## src/rtl/ex_alu_seq128_if.sv

```systemverilog
// Request/result handshake bundle between the EX issue logic and the 128-bit ALU sequencer.
// The master is the requester; the slave is the sequencer.
interface ex_alu_seq128_if;
    logic         reqValid;
    logic         reqReady;
    logic [3:0]   reqOp;
    logic [127:0] reqRs;
    logic [127:0] reqRt;
    logic [1:0]   reqSrST;
    logic         resValid;
    logic         resReady;
    logic [127:0] resVal;
    logic [1:0]   resSrST;
    logic         resErr;

    modport master (
        output reqValid, reqOp, reqRs, reqRt, reqSrST, resReady,
        input  reqReady, resValid, resVal, resSrST, resErr
    );

    modport slave (
        input  reqValid, reqOp, reqRs, reqRt, reqSrST, resReady,
        output reqReady, resValid, resVal, resSrST, resErr
    );
endinterface

```

## src/rtl/ex_alu_seq128.sv

```systemverilog
// Splits one 128-bit integer op into low/high 64-bit beats on the 1-cycle ALU,
// chaining carry/borrow/equality through the T bit, and returns the 128-bit result.
module ex_alu_seq128 (
    input  logic                 clock,
    input  logic                 reset,
    ex_alu_seq128_if.slave       ifc,
    output logic [63:0]          aluRs,
    output logic [63:0]          aluRt,
    output logic [7:0]           aluIxt,
    output logic [1:0]           aluSrST,
    input  logic [63:0]          aluOutVal,
    input  logic [1:0]           aluOutSrST
);
    typedef enum logic [2:0] {
        IDLE     = 3'd0,
        ISSUE_LO = 3'd1,
        ISSUE_HI = 3'd2,
        CAPT_HI  = 3'd3,
        DONE     = 3'd4
    } state_t;

    localparam logic [3:0] OP_ADD   = 4'h0;
    localparam logic [3:0] OP_SUB   = 4'h1;
    localparam logic [3:0] OP_ADC   = 4'h2;
    localparam logic [3:0] OP_SBB   = 4'h3;
    localparam logic [3:0] OP_AND   = 4'h5;
    localparam logic [3:0] OP_OR    = 4'h6;
    localparam logic [3:0] OP_XOR   = 4'h7;
    localparam logic [3:0] OP_CMPHS = 4'h9;
    localparam logic [3:0] OP_CMPEQ = 4'hC;

    // ALU op used on each beat; plain ADD/SUB/CMPHS become carry-chained ADC/SBB.
    function automatic logic [3:0] beatOpOf(input logic [3:0] op);
        logic [3:0] beat;
        case (op)
            OP_ADD, OP_ADC:           beat = OP_ADC;
            OP_SUB, OP_SBB, OP_CMPHS: beat = OP_SBB;
            OP_AND, OP_OR, OP_XOR:    beat = op;
            OP_CMPEQ:                 beat = OP_CMPEQ;
            default:                  beat = 4'h0;
        endcase
        return beat;
    endfunction

    function automatic logic isSupported(input logic [3:0] op);
        logic ok;
        case (op)
            OP_ADD, OP_SUB, OP_ADC, OP_SBB, OP_AND, OP_OR, OP_XOR,
            OP_CMPHS, OP_CMPEQ: ok = 1'b1;
            default:            ok = 1'b0;
        endcase
        return ok;
    endfunction

    state_t         state_r, nextState_s;
    logic [3:0]     op_r;
    logic [127:0]   rs_r, rt_r;
    logic [1:0]     srST_r;
    logic [63:0]    lowVal_r;
    logic           lowT_r;
    logic           resValid_r, resErr_r;
    logic [127:0]   resVal_r;
    logic [1:0]     resSrST_r;

    logic [3:0]     beatOp_s;
    logic           supported_s, chained_s, lowTin_s, highTin_s, finalT_s, isCompare_s;
    logic           unusedAluS_s;

    assign beatOp_s     = beatOpOf(op_r);
    assign supported_s  = isSupported(op_r);
    assign unusedAluS_s = aluOutSrST[1];

    // Carry-chain selection: which ops pass the low-beat T into the high beat.
    always_comb begin
        chained_s   = 1'b0;
        lowTin_s    = srST_r[0];
        isCompare_s = 1'b0;
        finalT_s    = srST_r[0];
        case (op_r)
            OP_ADD, OP_SUB: begin chained_s = 1'b1; lowTin_s = 1'b0; end
            OP_ADC:         begin chained_s = 1'b1; finalT_s = aluOutSrST[0]; end
            OP_SBB:         begin chained_s = 1'b1; finalT_s = aluOutSrST[0]; end
            OP_CMPHS: begin
                chained_s   = 1'b1;
                lowTin_s    = 1'b0;
                isCompare_s = 1'b1;
                finalT_s    = ~aluOutSrST[0];
            end
            OP_CMPEQ: begin
                isCompare_s = 1'b1;
                finalT_s    = lowT_r & aluOutSrST[0];
            end
            default: begin
                chained_s = 1'b0;
            end
        endcase
        highTin_s = chained_s ? aluOutSrST[0] : srST_r[0];
    end

    // Next-state and ALU beat drive; the ALU bus is quiet outside the issue states.
    always_comb begin
        nextState_s = state_r;
        aluRs       = 64'd0;
        aluRt       = 64'd0;
        aluIxt      = 8'd0;
        aluSrST     = 2'b00;
        case (state_r)
            IDLE: begin
                if (ifc.reqValid) nextState_s = ISSUE_LO;
                else              nextState_s = IDLE;
            end
            ISSUE_LO: begin
                nextState_s = ISSUE_HI;
                if (supported_s) begin
                    aluRs   = rs_r[63:0];
                    aluRt   = rt_r[63:0];
                    aluIxt  = {2'b00, 1'b1, 1'b0, beatOp_s};
                    aluSrST = {srST_r[1], lowTin_s};
                end else begin
                    aluIxt  = 8'd0;
                end
            end
            ISSUE_HI: begin
                nextState_s = CAPT_HI;
                if (supported_s) begin
                    aluRs   = rs_r[127:64];
                    aluRt   = rt_r[127:64];
                    aluIxt  = {2'b00, 1'b1, 1'b0, beatOp_s};
                    aluSrST = {srST_r[1], highTin_s};
                end else begin
                    aluIxt  = 8'd0;
                end
            end
            CAPT_HI: nextState_s = DONE;
            DONE: begin
                if (ifc.resReady) nextState_s = IDLE;
                else              nextState_s = DONE;
            end
            default: nextState_s = IDLE;
        endcase
    end

    // State, request latch, beat capture and result registers.
    always_ff @(posedge clock) begin
        if (reset) begin
            state_r    <= IDLE;
            op_r       <= 4'h0;
            rs_r       <= 128'd0;
            rt_r       <= 128'd0;
            srST_r     <= 2'b00;
            lowVal_r   <= 64'd0;
            lowT_r     <= 1'b0;
            resValid_r <= 1'b0;
            resVal_r   <= 128'd0;
            resSrST_r  <= 2'b00;
            resErr_r   <= 1'b0;
        end else begin
            state_r <= nextState_s;
            case (state_r)
                IDLE: begin
                    if (ifc.reqValid) begin
                        op_r     <= ifc.reqOp;
                        rs_r     <= ifc.reqRs;
                        rt_r     <= ifc.reqRt;
                        srST_r   <= ifc.reqSrST;
                        resErr_r <= 1'b0;
                    end
                end
                ISSUE_HI: begin
                    lowVal_r <= aluOutVal;
                    lowT_r   <= aluOutSrST[0];
                end
                CAPT_HI: begin
                    resValid_r <= 1'b1;
                    resErr_r   <= ~supported_s;
                    resSrST_r  <= {srST_r[1], finalT_s};
                    resVal_r   <= (supported_s && !isCompare_s) ? {aluOutVal, lowVal_r} : 128'd0;
                end
                DONE: begin
                    if (ifc.resReady) resValid_r <= 1'b0;
                end
                default: resValid_r <= 1'b0;
            endcase
        end
    end

    assign ifc.reqReady = (state_r == IDLE) && !reset;
    assign ifc.resValid = resValid_r;
    assign ifc.resVal   = resVal_r;
    assign ifc.resSrST  = resSrST_r;
    assign ifc.resErr   = resErr_r;
endmodule

```

## src/flat_wrapper.sv

```systemverilog
// flat-port wrapper written by rule: the top's interface ports become plain ports
module ex_alu_seq128_flat 
  (clock, reset, aluRs, aluRt, aluIxt, aluSrST, aluOutVal, aluOutSrST, ifc_reqValid, ifc_reqOp, ifc_reqRs, ifc_reqRt, ifc_reqSrST, ifc_resReady, ifc_reqReady, ifc_resValid, ifc_resVal, ifc_resSrST, ifc_resErr);
  ex_alu_seq128_if ifc_i ();
  input  logic clock;
  input  logic reset;
  output logic [63:0] aluRs;
  output logic [63:0] aluRt;
  output logic [7:0] aluIxt;
  output logic [1:0] aluSrST;
  input  logic [63:0] aluOutVal;
  input  logic [1:0] aluOutSrST;
  input wire logic [$bits(ifc_i.reqValid)-1:0] ifc_reqValid;
  input wire logic [$bits(ifc_i.reqOp)-1:0] ifc_reqOp;
  input wire logic [$bits(ifc_i.reqRs)-1:0] ifc_reqRs;
  input wire logic [$bits(ifc_i.reqRt)-1:0] ifc_reqRt;
  input wire logic [$bits(ifc_i.reqSrST)-1:0] ifc_reqSrST;
  input wire logic [$bits(ifc_i.resReady)-1:0] ifc_resReady;
  output wire logic [$bits(ifc_i.reqReady)-1:0] ifc_reqReady;
  output wire logic [$bits(ifc_i.resValid)-1:0] ifc_resValid;
  output wire logic [$bits(ifc_i.resVal)-1:0] ifc_resVal;
  output wire logic [$bits(ifc_i.resSrST)-1:0] ifc_resSrST;
  output wire logic [$bits(ifc_i.resErr)-1:0] ifc_resErr;
  assign ifc_i.reqValid = ifc_reqValid;
  assign ifc_i.reqOp = ifc_reqOp;
  assign ifc_i.reqRs = ifc_reqRs;
  assign ifc_i.reqRt = ifc_reqRt;
  assign ifc_i.reqSrST = ifc_reqSrST;
  assign ifc_i.resReady = ifc_resReady;
  assign ifc_reqReady = ifc_i.reqReady;
  assign ifc_resValid = ifc_i.resValid;
  assign ifc_resVal = ifc_i.resVal;
  assign ifc_resSrST = ifc_i.resSrST;
  assign ifc_resErr = ifc_i.resErr;
  ex_alu_seq128 u_core (.clock(clock), .reset(reset), .ifc(ifc_i), .aluRs(aluRs), .aluRt(aluRt), .aluIxt(aluIxt), .aluSrST(aluSrST), .aluOutVal(aluOutVal), .aluOutSrST(aluOutSrST));
endmodule
```

## config.mk

```make
export PLATFORM = sky130hd
export DESIGN_NAME = ex_alu_seq128_flat
export DESIGN_NICKNAME = d
export VERILOG_FILES = /design/src/rtl/ex_alu_seq128_if.sv /design/src/rtl/ex_alu_seq128.sv /design/src/flat_wrapper.sv
export SDC_FILE = /design/constraint.sdc
export NUM_CORES = 1
export LEC_CHECK = 0
export ABC_AREA = 1
export CORE_AREA = 2 2 233 235
export CTS_CLUSTER_SIZE = 40
export DETAILED_ROUTE_END_ITERATION = 10
export DIE_AREA = 0 0 235 237
export GPL_TIMING_DRIVEN = 0
export HOLD_SLACK_MARGIN = 0.1
export SLEW_MARGIN = 20
export SYNTH_ARGS = -nofsm -noshare
export SYNTH_HDL_FRONTEND = slang
export SYNTH_SLANG_ARGS = --single-unit
```

## constraint.sdc

```tcl
create_clock -name clock -period 2.45 [get_ports clock]
set_input_delay 0.49 -clock clock [delete_from_list [all_inputs] [get_ports clock]]
set_output_delay 0.49 -clock clock [all_outputs]
set_load 0.01 [all_outputs]
```

Word level (Yosys, flattened, before mapping)
Memory sizes are Yosys's and may differ from the RTL's. A register that Yosys moved wholly into a read port is not among the register bits.
Cells that the tools add are included.
{"block": "word_totals", "elab_cells": 76, "ff_bits": 462, "in_bits": 332, "mem_bits_ro": 16, "mem_count": 1, "out_inout_bits": 271}
{"memory": "(name not given)", "words": 16, "width": 1, "read_ports": 1, "rd_ports_with_merged_regs": 1, "wr": 0, "line_no": "ex_alu_seq128.sv:47", "text": "case (op)"}
{"block": "op_classes", "n_eq_ne": 14, "n_reduce_logical": 19, "bitwise": 4, "muxes": 27}
{"operator": "$mux W64", "n": 4}
{"operator": "$pmux W64 S2", "n": 2}
{"operator": "$mux W128", "n": 1}
{"operator": "$pmux W4 S4", "n": 1}
{"operator": "$pmux W3 S5", "n": 1}
{"operator": "$eq A4 B3 Y1 const B", "n": 3}
{"operator": "$reduce_or A2 Y1", "n": 5}
{"operator": "$reduce_or A3 Y1", "n": 3}
{"operator": "$eq A4 B2 Y1 const B", "n": 2}
{"operator": "$eq A4 B4 Y1 const B", "n": 2}
{"operator": "$mux W4", "n": 2}
{"operator": "$mux W8", "n": 1}
{"operator": "$mux W1", "n": 7}
{"operator": "$eq A3 B2 Y1 const B", "n": 2}
{"operator": "$mux W6", "n": 1}
{"operator": "$pmux W1 S3", "n": 2}
{"operator": "$reduce_and A2 Y1", "n": 3}
{"operator": "$reduce_or A5 Y1", "n": 1}
{"operator": "$eq A4 B1 Y1 const B", "n": 1}
{"operator": "$logic_not A4 Y1", "n": 1}
{"operator": "$mux W2", "n": 2}
{"operator": "$ne A2 B2 Y1 const B", "n": 2}
{"operator": "$pmux W2 S2", "n": 1}
{"operator": "$eq A3 B1 Y1 const B", "n": 1}
{"operator": "9 further kinds", "n": 13}

Depth between registers and ports, before layout
Gate-level depths: netlist of the first run.
{"block": "depth", "word_depth": 6, "mapped_depth": 9, "depth_no_buf": 9}

Worst setup path before layout of the first run
OpenSTA, ideal clock, no wires.
{"block": "synth_timing", "path_kind": "register -> output", "start": "reg u_core.state_r[2]", "end": "out aluIxt[0]", "n_path_buf": 0, "arrival_ns": 1.325, "required_time_ns": 1.960, "slack_ns": 0.635, "stages_incl_launch_ff": 8, "path_cell_list": "dfxtp_1 nor2_4 nand2_2 nand2_1 inv_1 nor2_2 inv_2 a211oi_1"}
{"block": "synth_between", "elab_chain_cells": 3, "elab_cells_between_ends": 4, "classes_between": "2 x eq/ne; 1 x mux; 1 x reduce/logical"}
{"element": "start: declaration", "line_no": "ex_alu_seq128.sv:55", "text": "state_t state_r, nextState_s;"}
{"element": "start signal: assignment", "line_no": "ex_alu_seq128.sv:158", "text": "state_r <= nextState_s;"}
{"element": "$eq A3 B1 Y1 / $eq A3 B2 Y1 (equally long branches)", "line_no": "ex_alu_seq128.sv:107", "text": "case (state_r)"}
{"element": "$reduce_or A2 Y1 (no source line) (*)"}
{"element": "$mux W8 (*)"}
{"element": "end: declaration", "line_no": "flat_wrapper.sv:9", "text": "output logic [7:0] aluIxt;"}
Mark *: on every way between the ends. The rest lies on a longest branch, timed or not.

Worst setup path after layout of the first run
{"block": "layout_timing", "start": "reg u_core.state_r[0]", "end": "out aluRt[10]"}
{"block": "layout_between", "elab_chain_cells": 2, "elab_cells_between_ends": 3, "classes_between": "2 x eq/ne; 1 x mux"}
{"element": "$eq A3 B2 Y1 / $eq A3 B1 Y1 (equally long branches)", "line_no": "ex_alu_seq128.sv:107"}
{"element": "$pmux W64 S2 (*)", "line_no": "ex_alu_seq128.sv:107"}
{"element": "end: declaration", "line_no": "flat_wrapper.sv:8", "text": "output logic [63:0] aluRt;"}
Marks and branches as above.

==> metrics.md, run 1 <==
| Metric | Value |
|---|---|
| IO buf count | `597` |
| Syn avg cell area | `7.73 um2` |
| Layout fillers | `4928` |
| Final net count | `3398` |
| Most frequent cells in the layout | `461 x clkdlybuf4s50_1, 460 x dfxtp_1, 430 x o21ai_0` |
| Post-Layout Inst Area | `28900 um2` |
| Met3 routed WL | `7050 um` |
| Power Dens Cells | `746 nW/um2` |
| Clk sinks | `463` |
| DRC Markers | `0` |
| Chip height | `237 um` |
| WP data required | `1960 ps` |
| Vias per cell | `5.19` |
| Final GP Congestion | `0.973` |
| Setup Total Neg Slack | `-8420 ps` |
| Wire length on met2 | `40500 um` |
| Metal-1 WL | `34900 um` |
| Clock transition at path regs | `60 ps` |
| Max H-tree Level | `2` |
| Post-synth EDFFs | `0` |
| All-Layer GR Usage | `28.5%` |
| Failing checks | `setup timing` |
| CP arrival | `2140 ps` |
| CP cell instances | `inv_4 > nor2_4 > nand2_4 > clkbuf_16 > buf_12 > o31ai_4 > buf_2` |
| Gr ovfl total | `0` |
| Max FO, Critical Path | `8` |
| Worst hold path class | `input pin to register` |
| Core area | `53300 um2` |
| TritonCTS clock tree | `built` |
| Die Wd | `235 um` |
| Vias in the first global route | `19100` |
| Share of synthesized flip-flops with an asynchronous set or reset | `0%` |
| Area growth from synthesis to layout | `56.1%` |
| First-pass GRT wire length | `121000 um` |
| Flops & latches, synth | `463` |
| Flop2flop setup slack | `220 ps` |
| Final setup violation count | `125` |
| Slowest cell delay on critical path | `380 ps` |
| Largest net degree at the start of global routing | `15` |
| Non-filler cells, final | `3817` |
| Placed cell areas | `25400 um2` |
| IO Pins | `603` |
| Slowest CP cell | `dfxtp_4` |
| Ratio of cells with drive above 1 in the final layout | `18.3%` |
| Final ANT Viol Nets | `0` |
| Pins over their slew limit | `0` |
| Most common cell after layout, fill and taps aside | `clkdlybuf4s50_1` |
| Slew @ Worst Pin | `1020 ps` |
| CP startpoint kind | `register` |
| Outcome | `finished with violations` |
| Routed len/inst | `22.2 um` |
| Top FF cell, synth | `dfxtp_1` |
| Worst vdd ir | `531 uV` |
| Layout Skew | `13.9 ps` |
| Final min period | `2630 ps` |
| Initial antenna violation count | `24` |
| Hpwl dp | `63300 um` |
| Top layer in use | `met5` |
| Hold Violations, Final | `0` |
| Die area | `55700 um2` |
| Synth warn | `0` |
| Netlist cell types | `28` |
| Area of the mapped netlist | `18500 um2` |
| MaxCap Viol Count | `0` |
| Post-CTS Hold Buffers | `0` |
| DRT Wirelength | `84800 um` |
| Cells after DPL | `3690` |
| Fmax | `380 MHz` |
| Worst skew pair latency | `600 ps` |
| Mapped Cells | `2395` |
| Clk root buf | `clkbuf_16` |
| Crit Path Category | `register to primary output` |
| Final WS setup | `-179 ps` |
| Period utilisation layout | `107%` |
| CTS buffer count | `50` |
| RSZ-0062 raised after global routing | `yes` |
| Clk buf depth | `3` |
| Routed vias | `19800` |
| Initial core utilization | `34.7%` |
| Register area share after synthesis | `50.1%` |
| Leakage power | `11.2 nW` |
| 1st-iter DRT viols | `1458` |
| Nature of the critical path endpoint | `primary output` |
| DRT Pass-1 Iters | `6` |
| Slew HR | `31.8%` |
| Row count | `85` |
-- path summary, 6_finish.rpt --
path                      from                end  cells after the start
max          u_core.state_r[0]          aluRt[10]                      7
min                      reset  u_core.state_r[0]                      2
max reg2reg  u_core.state_r[2]   u_core.rt_r[101]                      6
min reg2reg    u_core.rs_r[77]    u_core.rs_r[77]                      2
-- power breakdown --
group / switching [W] / leakage (nW) / internal [W]
Clock: 0.00327 / 0.823 / 0.00441
Sequential: 0.000359 / 3.80 / 0.00827
Combinational: 0.00320 / 6.56 / 0.00204
-- logic make-up (layout without fill, tap and decap cells) --
logic type	count (synthesis)	count (layout)	share of synthesized area, %
buf+inv	508	1216	11.4
other cells	1	19	0.0203
compound gates	981	981	28.3
simple gates	442	442	10.2
flops	463	463	50.1
-- synth_stat cells (all sizes together), types with 2 or more instances --
master | count | area [um2]
a211oi | 2 | 15.0
a21oi | 396 | 1980
buf | 112 | 606
clkbuf | 112 | 434
clkinv | 2 | 8.75
dfxtp | 463 | 9270
inv | 282 | 1060
nand2 | 152 | 576
nand3 | 136 | 693
nand4 | 9 | 62.6
nor2 | 144 | 558
o21ai | 454 | 2270
o31ai | 128 | 961
-- layer usage --
| metal | track usage [%] | up-vias |
|---|---|---|
| li1 | - | 9422 |
| met1 | 35.5 | 9421 |
| met2 | 47.9 | 783 |
| met3 | 8.46 | 148 |
| met4 | 7.90 | 18 |
| met5 | 0 | - |
-- final cells by class --
| class | count | area (um2) | area share [%] |
|---|---|---|---|
| multi-input combinational | 1426 | 8660 | 30.0 |
| antenna | 16 | 40.0 | 0.139 |
| clock buffer | 72 | 1430 | 4.96 |
| timing repair buffer | 617 | 5760 | 19.9 |
| inverter | 284 | 1080 | 3.74 |
| sequential | 463 | 9280 | 32.1 |
| clock inverter | 19 | 215 | 0.745 |
| tap | 696 | 871 | 3.01 |
| buffer | 224 | 1560 | 5.38 |
-- worst max-delay path, delay by kind of cell (launching register included) --
| kind | cells | cell delay, ps |
|---|---|---|
| buffers and inverters | 4 | 630 |
| flip-flops | 1 | 380 |
| AND/OR/NAND/NOR | 2 | 260 |
| AO/OA/AOI/OAI | 1 | 260 |
-- timing repair --
action                     CTS  global route
setup endpoints to repair  136           136
resized for setup          878           198
cloned                       1             8
pin swaps                    5             8
setup buffers                6             5
-- registers in the layout, indices dropped and copies added, names as in the netlist --
name	cells
u_core.ifc.resErr	1
u_core.ifc.resSrST	2
u_core.ifc.resVal	128
u_core.ifc.resValid	1
u_core.lowT_r	1
u_core.lowVal_r	64
u_core.op_r	4
u_core.rs_r	128
u_core.rt_r	128
u_core.srST_r	2
u_core.state_r	3
u_core.supported_s	1
-- per-stage QoR --
stage               power, W  utilization [%]  hold WS, ps  setup WS [ps]
finish                0.0215             54.2          188           -179
global route          0.0224             54.2          177           -192
CTS                   0.0211             51.8          165           -167
detailed placement    0.0131             47.6          436           -851
global placement      0.0130             47.6          433           -803
floorplan             0.0109                -          424            635
Power figures use the tool's default switching activity.
==> inputs of run 2 (changes only) <==
- CORE_AREA: 2 2 233 235 -> 2 2 238 240
- CTS_BUF_LIST: unset -> sky130_fd_sc_hd__clkbuf_4 sky130_fd_sc_hd__clkbuf_8
- DIE_AREA: 0 0 235 237 -> 0 0 240 242
- HOLD_SLACK_MARGIN: 0.1 -> 0.05
==> metrics.md, run 2 (same netlist as run 1, synthesis figures left out) <==
| Metric | Value |
|---|---|
| Outcome | `finished with violations` |
| Failing checks | `setup timing` |
| Die area | `58100 um2` |
| Clk buf depth | `3` |
| Routed vias | `20200` |
| Worst vdd ir | `484 uV` |
| Met3 routed WL | `8040 um` |
| DRT Wirelength | `87400 um` |
| CTS buffer count | `82` |
| Crit Path Category | `register to primary output` |
| Power Dens Cells | `726 nW/um2` |
| Clock transition at path regs | `60 ps` |
| Pins over their slew limit | `0` |
| DRC Markers | `0` |
| Final GP Congestion | `0.915` |
| Clk sinks | `463` |
| Hold slack | `126 ps` |
| Hold Violations, Final | `0` |
| Initial antenna violation count | `26` |
| Period utilisation layout | `108%` |
| Most common cell after layout, fill and taps aside | `clkdlybuf4s50_1` |
| Slowest CP cell | `dfxtp_4` |
| Utilization after layout | `53.7%` |
| Wire length on met2 | `41300 um` |
| Ratio of cells with drive above 1 in the final layout | `21.4%` |
| Nature of the critical path endpoint | `primary output` |
| Final net count | `3451` |
| MaxCap Viol Count | `0` |
| Slowest cell delay on critical path | `380 ps` |
| Die Wd | `240 um` |
| Initial core utilization | `33.2%` |
| Top layer in use | `met5` |
| All-Layer GR Usage | `28.6%` |
| Final WS setup | `-206 ps` |
| Vias in the first global route | `19900` |
| CP arrival | `2170 ps` |
| WP data required | `1960 ps` |
| IO buf count | `597` |
| Fmax | `376 MHz` |
| Layout Skew | `26.5 ps` |
| Chip height | `242 um` |
| DRT Pass-1 Iters | `5` |
| First-pass GRT wire length | `125000 um` |
| Final setup violation count | `134` |
| Row count | `87` |
| Most frequent cells in the layout | `461 x clkdlybuf4s50_1, 459 x dfxtp_1, 432 x o21ai_0` |
| Final ANT Viol Nets | `0` |
| TritonCTS clock tree | `built` |
| Core area | `55700 um2` |
| 1st-iter DRT viols | `1316` |
| Worst skew pair latency | `690 ps` |
| Max FO, Critical Path | `10` |
| Clk root buf | `clkbuf_8` |
| Flop2flop setup slack | `370 ps` |
| Slew HR | `41.7%` |
| Final min period | `2660 ps` |
| Hpwl dp | `63200 um` |
| Post-Layout Inst Area | `29900 um2` |
| RSZ-0062 raised after global routing | `yes` |
| Vias per cell | `5.11` |
| CP cell instances | `inv_4 > nor2_4 > nand2_8 > buf_12 > buf_12 > o31ai_4 > buf_2` |
| Area growth from synthesis to layout | `61.6%` |
| Max H-tree Level | `3` |
| Gr ovfl total | `0` |
| CP startpoint kind | `register` |
| Placed cell areas | `25400 um2` |
| Worst Path Buf+Inv | `4` |
| Metal-1 WL | `34600 um` |
| Crit-path most repeated cell | `buf_12` |
| Largest net degree at the start of global routing | `13` |
| Setup Total Neg Slack | `-16280 ps` |
| Worst hold path class | `input pin to register` |
| IO Pins | `603` |
| Slew @ Worst Pin | `874 ps` |
| Top cell family by delay on the critical path | `buffers and inverters` |
| Leakage power | `11.5 nW` |
| Routed len/inst | `22.1 um` |
[run 2: cell types whose count changed in the layout (fill, tap and decap cells not counted), sizes merged, moves of 3 or more]
cell	previous run	this run
buf	257	276
bufinv	3	0
clkbuf	194	252
clkinv	15	8
clkinvlp	0	3
diode	16	19
[run 2: final cells by class]
class,count,area [um2]
Clock buffer,128,1560
Tap cell,756,946
Antenna cell,19,47.5
Clock inverter,13,104
Timing Repair Buffer,640,6190
Sequential cell,463,9280
Fill cell,5187,25800
Multi-Input combinational cell,1426,9070
Buffer,222,1640
Inverter,284,1080
[run 2: where the power goes]
part	switching [W]	internal, W	total [W]
logic	0.00341	0.00228	0.00568
clock network	0.00335	0.00404	0.00740
registers	0.000377	0.00827	0.00865
[run 2: final timing paths]
check,depth (start not counted),startpoint,to
max,7,u_core.state_r[0],aluRt[48]
max reg2reg,6,u_core.state_r[2],u_core.rs_r[1]
min reg2reg,2,u_core.rs_r[121],u_core.rs_r[121]
min,2,reset,u_core.state_r[2]
[run 2: routing by layer]
metal | global-route usage, % | up-vias
met4 | 10.7 | 18
met1 | 34.2 | 9644
met5 | 0 | -
met3 | 10.2 | 198
li1 | - | 9566
met2 | 46.9 | 758
[run 2: metrics by stage]
stage	power, W	setup slack (ps)	instances
detailed placement	0.0131	-824	3750
global placement	0.0130	-816	3750
finish	0.0217	-206	3951
CTS	0.0213	-260	3916
floorplan	0.0109	635	2397
global route	0.0227	-265	3946
[run 2: worst reg2reg max path: stages (launching register included)]
cell and delay [ps]:
dfxtp_4 380, nor2_4 60, buf_4 160, nand3_4 120
clkbuf_1 680, buf_2 450, a21oi_1 110
[run 2: what timing repair did]
action,CTS,global route
gates resized for setup,1012,172
pin swaps,7,6
hold buffers,0,0
setup buffers,15,11
cloned,10,9
endpoints found under the setup margin,136,135
